==> src/rtl/pc_sequencer_pkg.sv <==
// Shared opcode constants, decode helper and default widths for the program-counter sequencer.
package pc_sequencer_pkg;

  localparam int unsigned PC_W_DEFAULT     = 10;
  localparam int unsigned RS_DEPTH_DEFAULT = 4;
  localparam int unsigned OPC_W            = 6;

  localparam logic [OPC_W-1:0] OPC_J    = 6'b111100;
  localparam logic [OPC_W-1:0] OPC_JZ   = 6'b111101;
  localparam logic [OPC_W-1:0] OPC_JNZ  = 6'b111110;
  localparam logic [OPC_W-1:0] OPC_RSV  = 6'b111111;
  localparam logic [OPC_W-1:0] OPC_CALL = 6'b111000;
  localparam logic [OPC_W-1:0] OPC_RET  = 6'b111001;

  typedef enum logic [2:0] {
    OP_SEQ,
    OP_INC,
    OP_J,
    OP_JZ,
    OP_JNZ,
    OP_CALL,
    OP_RET
  } op_class_e;

  // Unassigned codes in the 1110xx/1111xx space ignore s_inc and always advance.
  function automatic op_class_e decode_op(input logic [OPC_W-1:0] opcode);
    op_class_e cls;
    case (opcode)
      OPC_J:    cls = OP_J;
      OPC_JZ:   cls = OP_JZ;
      OPC_JNZ:  cls = OP_JNZ;
      OPC_RSV:  cls = OP_INC;
      OPC_CALL: cls = OP_CALL;
      OPC_RET:  cls = OP_RET;
      default:  cls = (opcode[5:3] == 3'b111) ? OP_INC : OP_SEQ;
    endcase
    return cls;
  endfunction

endpackage

==> src/rtl/pc_sequencer_return_stack.sv <==
// Return-address stack: push/pop with registered top-of-stack, full and empty status.
module return_stack
  import pc_sequencer_pkg::*;
#(
  parameter int unsigned PC_W     = PC_W_DEFAULT,
  parameter int unsigned RS_DEPTH = RS_DEPTH_DEFAULT
) (
  input  logic            clk,
  input  logic            reset,
  input  logic            push,
  input  logic            pop,
  input  logic [PC_W-1:0] data_in,
  output logic [PC_W-1:0] data_out,
  output logic            full,
  output logic            empty
);

  localparam int unsigned IDX_W = $clog2(RS_DEPTH);
  localparam int unsigned CNT_W = IDX_W + 1;

  logic [PC_W-1:0]  mem [RS_DEPTH];
  logic [CNT_W-1:0] count;
  logic             do_push;
  logic             do_pop;

  // Push wins if both are requested; a push on a full stack is dropped.
  assign do_push = push && !full;
  assign do_pop  = pop && !empty && !do_push;

  // Entry storage is never reset; only the pointer defines validity.
  always_ff @(posedge clk) begin
    if (do_push) begin
      mem[count[IDX_W-1:0]] <= data_in;
    end
  end

  always_ff @(posedge clk) begin
    if (reset) begin
      count <= '0;
      full  <= 1'b0;
      empty <= 1'b1;
    end else if (do_push) begin
      count <= count + CNT_W'(1);
      full  <= (count == CNT_W'(RS_DEPTH - 1));
      empty <= 1'b0;
    end else if (do_pop) begin
      count <= count - CNT_W'(1);
      full  <= 1'b0;
      empty <= (count == CNT_W'(1));
    end
  end

  // Top-of-stack copy kept in a register so the pc mux sees it with no read delay.
  always_ff @(posedge clk) begin
    if (do_push) begin
      data_out <= data_in;
    end else if (do_pop && (count >= CNT_W'(2))) begin
      data_out <= mem[IDX_W'(count - CNT_W'(2))];
    end
  end

endmodule

==> src/rtl/pc_sequencer.sv <==
// Program-counter sequencer: next-pc mux, pc and zero-flag registers, return stack and sticky stack errors.
module pc_sequencer
  import pc_sequencer_pkg::*;
#(
  parameter int unsigned PC_W     = PC_W_DEFAULT,
  parameter int unsigned RS_DEPTH = RS_DEPTH_DEFAULT
) (
  input  logic             clk,
  input  logic             reset,
  input  logic [OPC_W-1:0] opcode,
  input  logic [PC_W-1:0]  target,
  input  logic             s_inc,
  input  logic             alu_zero,
  input  logic             z_we,
  output logic [PC_W-1:0]  pc,
  output logic             z_flag,
  output logic             rs_ovf,
  output logic             rs_unf
);

  op_class_e       op_class;
  logic [PC_W-1:0] pc_inc;
  logic [PC_W-1:0] pc_next;
  logic [PC_W-1:0] rs_top;
  logic            rs_push;
  logic            rs_pop;
  logic            rs_full;
  logic            rs_empty;
  logic            set_ovf;
  logic            set_unf;

  assign op_class = decode_op(opcode);
  assign pc_inc   = pc + PC_W'(1);

  // Next-pc selection; conditionals use the flag value held before this edge.
  always_comb begin
    pc_next = pc;
    rs_push = 1'b0;
    rs_pop  = 1'b0;
    set_ovf = 1'b0;
    set_unf = 1'b0;
    case (op_class)
      OP_SEQ:  pc_next = s_inc ? pc_inc : pc;
      OP_INC:  pc_next = pc_inc;
      OP_J:    pc_next = target;
      OP_JZ:   pc_next = z_flag ? target : pc_inc;
      OP_JNZ:  pc_next = z_flag ? pc_inc : target;
      OP_CALL: begin
        pc_next = target;
        rs_push = 1'b1;
        set_ovf = rs_full;
      end
      OP_RET: begin
        if (rs_empty) begin
          pc_next = pc_inc;
          set_unf = 1'b1;
        end else begin
          pc_next = rs_top;
          rs_pop  = 1'b1;
        end
      end
      default: pc_next = pc;
    endcase
  end

  return_stack #(
    .PC_W     (PC_W),
    .RS_DEPTH (RS_DEPTH)
  ) u_return_stack (
    .clk      (clk),
    .reset    (reset),
    .push     (rs_push),
    .pop      (rs_pop),
    .data_in  (pc_inc),
    .data_out (rs_top),
    .full     (rs_full),
    .empty    (rs_empty)
  );

  always_ff @(posedge clk) begin
    if (reset) begin
      pc     <= '0;
      z_flag <= 1'b0;
      rs_ovf <= 1'b0;
      rs_unf <= 1'b0;
    end else begin
      pc <= pc_next;
      if (z_we) begin
        z_flag <= alu_zero;
      end
      if (set_ovf) begin
        rs_ovf <= 1'b1;
      end
      if (set_unf) begin
        rs_unf <= 1'b1;
      end
    end
  end

endmodule
==> config.mk <==
export PLATFORM = sky130hd
export DESIGN_NAME = pc_sequencer
export DESIGN_NICKNAME = d
export VERILOG_FILES = /design/src/rtl/pc_sequencer_pkg.sv /design/src/rtl/pc_sequencer_return_stack.sv /design/src/rtl/pc_sequencer.sv
export SDC_FILE = /design/constraint.sdc
export NUM_CORES = 1
export LEC_CHECK = 0
export ABC_AREA = 1
export CORE_UTILIZATION = 54
export DETAILED_ROUTE_END_ITERATION = 6
export GPL_TIMING_DRIVEN = 0
export PLACE_DENSITY = 0.83
export SYNTH_ARGS = -nofsm -noshare
export SYNTH_HDL_FRONTEND = slang
export SYNTH_SLANG_ARGS = --single-unit
==> constraint.sdc <==
create_clock -name clk -period 3.9 [get_ports clk]
set_clock_uncertainty 0.1 [all_clocks]
set_input_delay 1.17 -clock clk [delete_from_list [all_inputs] [get_ports clk]]
set_output_delay 1.17 -clock clk [all_outputs]
set_load 0.005 [all_outputs]
==> impl_metrics.csv <==
group,metric,value,unit
clock_tree,cts_setup_buffers,0,
timing,post-route-worst-setup-slack,0.610,ns
grt,grt_pass1_vias,2934,
floorplanning,start_util,56.1,%
route,first_iter_violations,349,
critical_path,crit_required,3.78,ns
grt,grt_usage,27.2,%
critical_path,cp_max_fo,10,
timing,relSlewSlack,34.1,%
worst_hold_path,worstHoldStart,"rs_unf$_SDFFE_PP0P_",
route,drt_first_pass_iters,5,
critical_path,cp-start-kind,"primary input",
clock_tree,path_clk_slew,0.08,ns
grt,overflow,0,
place,pre_cts_ws,0.194,ns
synthesis,synth_top_area_share,41.9,%
critical_path,slowest_delay,0.76,ns
floorplanning,pin_count,34,
synthesis,synth.distinct_cells,32,
job,max_cap_viol_count,0,
critical_path,crit_arrival,3.17,ns
final_layout,syn_to_final_growth,17.1,%
route,vias_per_cell,5.56,
clock_tree,numClockSinks,68,
clock_tree,cts_buffer_depth,2,
final_layout,antenna_cells,0,
floorplanning,fp.dieH,83.5,um
critical_path,critPathBufInv,3,
route,wl,8810,um
floorplanning,core_area,6390,um2
critical_path,critical-path-top-delay-family,"simple AND/OR/NAND/NOR gates",
route,routedWlPerCell,15.9,um
critical_path,setup.worst_path.start,"opcode[3]",
timing,slew_violations,0,
clock_tree,clk_latency,0.36,ns
synthesis,syn_avg_cell_area,8.41,um2
grt,grt_max_degree,15,
synthesis,synth.area.top_cells,"edfxtp_1 (42%), dfxtp_1 (10%), nand2_1 (10%)",
synthesis,synth_seq_cells,68,
floorplanning,rows,29,
timing,period_needed,3.29,ns
timing,final.setup.tns,0,ns
floorplanning,die-area,6970,um2
synthesis,yosys.area.top_type,"edfxtp_1",
worst_hold_path,hp-class,"reg -> reg",
critical_path,end_kind,"flip-flop",
critical_path,r2r-start,"u_return_stack.count[0]$_SDFFE_PP0P_",
critical_path,path_depth,8,
route,ant_nets,0,
final_layout,final_cell_mix,"nand2_1 (96), nor2_1 (56), edfxtp_1 (50), o21ai_0 (47), inv_1 (44)",
timing,rsz0062_at_grt,"no",
route,vias,3076,
synthesis,mappedNetlistArea,3580,um2
critical_path,slowest_stage,"nor2_1",
clock_tree,htreeDepth,3,
route,remaining_drc_errors,0,
critical_path,path_cells,"clkdlybuf4s50_1 > nand3_2 > inv_2 > nand2_1 > nor2_2 > nand2_2 > buf_2 > nor2_1",
place,dp_hpwl,6310,um
place,gp_congestion,0.898,
timing,timing.final.crit_share,84.4,%
synthesis,synth-seq-area-share,51.9,%
timing,setup_violations,0,
critical_path,path_class,"in -> reg",
clock_tree,cts-buffers-inserted,9,
clock_tree,ctsResizeCount,0,
clock_tree,cts_tree,"yes",
synthesis,synthesis.instances,426,
power_and_ir_drop,ir_worst_vdd,0.250,mV
power_and_ir_drop,p_leak,1.71,nW
synthesis,yosys_warnings,0,
place,io_buffers,33,
worst_hold_path,min_path_cells,2,
timing,tightest_slew,0.984,ns
power_and_ir_drop,p_per_area,358,nW/um2
synthesis,syn_nets,454,
final_layout,nNetsFinal,499,
clock_tree,holdBufCountCts,0,
clock_tree,root_buffer,"clkbuf_8",
final_layout,final_common_cell,"nand2_1",
timing,max_clock_freq,304,MHz
grt,grt_pass1_wl,14600,um
floorplanning,die_w,83.5,um
timing,hold_viol_final,0,
final_layout,fill_cells,539,
grt,antenna_found_initial,0,
critical_path,rr_worst_depth,5,
run_status,status,"finished clean",
final_layout,layout-drive-gt1-share,11.6,%
power by group:
| part | switching, mW | internal, mW | total (mW) |
|---|---|---|---|
| registers | 0.0123 | 0.789 | 0.802 |
| logic | 0.0920 | 0.0621 | 0.154 |
| clock network | 0.305 | 0.240 | 0.546 |
final timing paths:
kind / to / slack [ns]
setup reg to reg: u_return_stack.mem[2][1]$_DFFE_PP_ / 1.31
setup / recovery: u_return_stack.mem[2][1]$_DFFE_PP_ / 0.61
hold / removal: rs_unf$_SDFFE_PP0P_ / 0.35
hold reg to reg: rs_unf$_SDFFE_PP0P_ / 0.35
area by class of cell:
type	instances	area [um2]	share of cell area, %
timing repair buffer	34	335	7.99
buffer	14	70.1	1.67
clock buffer	9	124	2.95
sequential	68	1860	44.3
tap	77	96.3	2.29
clock inverter	7	58.8	1.40
multi-input combinational	292	1460	34.7
inverter	52	196	4.68
through the flow:
step	total power, mW	cells	hold slack, ns	utilization (%)	cell area, um2
floorplan	0.895	426	0.341	-	3580
global placement	0.967	536	0.340	62.8	4010
detailed placement	0.970	536	0.341	62.8	4010
CTS	1.50	552	0.353	65.7	4190
global route	1.55	553	0.395	65.8	4200
finish	1.50	553	0.349	65.8	4200
synth_stat cells:
cell type  number
clkinv_1        1
a21oi_1        11
or2_2           2
o22ai_1        10
edfxtp_1       50
o21ai_0        47
xor2_1          1
nand2_2         7
clkbuf_1        7
clkinv_2        1
inv_1          44
nand2_1        96
o21ai_1         3
ha_1            7
nand3_1        20
o211ai_2        1
nand4_1        10
nor2_1         56
clkbuf_2        1
dfxtp_1        18
nor2_2          3
nor2_4          4
buf_4           1
nand3_4         1
nand3_2         5
a21oi_2         1
o211ai_1        5
nor3_1          1
o21bai_1        1
inv_2           6
buf_2           4
buf_6           1
metal layers:
metal	GRT usage (%)	up-vias	wire [um]
li1	-	1511	-
met1	38.7	1421	3900
met2	42.6	126	4120
met3	5.24	18	665
met4	8.17	0	125
met5	0	-	0
kinds of logic (layout without fill, tap and decap cells):
group	after synthesis	count (layout)	synth area share [%]
AND/OR/NAND/NOR	205	205	25.8
AO/OA/AOI/OAI	79	79	12.1
flip-flops	68	68	51.9
buffers and inverters	66	116	7.43
adder cells (fa/ha/maj)	7	7	2.44
XOR/XNOR	1	1	0.244
flip-flops by register name (all words and copies together) (netlist names):
signal and flops:
u_return_stack.count 3, z_flag 1, u_return_stack.full 1, u_return_stack.data_out 10, u_return_stack.mem 40, pc 10
rs_unf 1, rs_ovf 1, u_return_stack.empty 1
worst register-to-register path, cell delays in order, from the launching register on:
cell and delay, ns:
dfxtp_1 0.38, inv_1 0.12, clkbuf_1 0.52, ha_1 0.29, inv_1 0.05, nor2_1 0.75
Note: power is estimated with default switching activity, not from simulation.
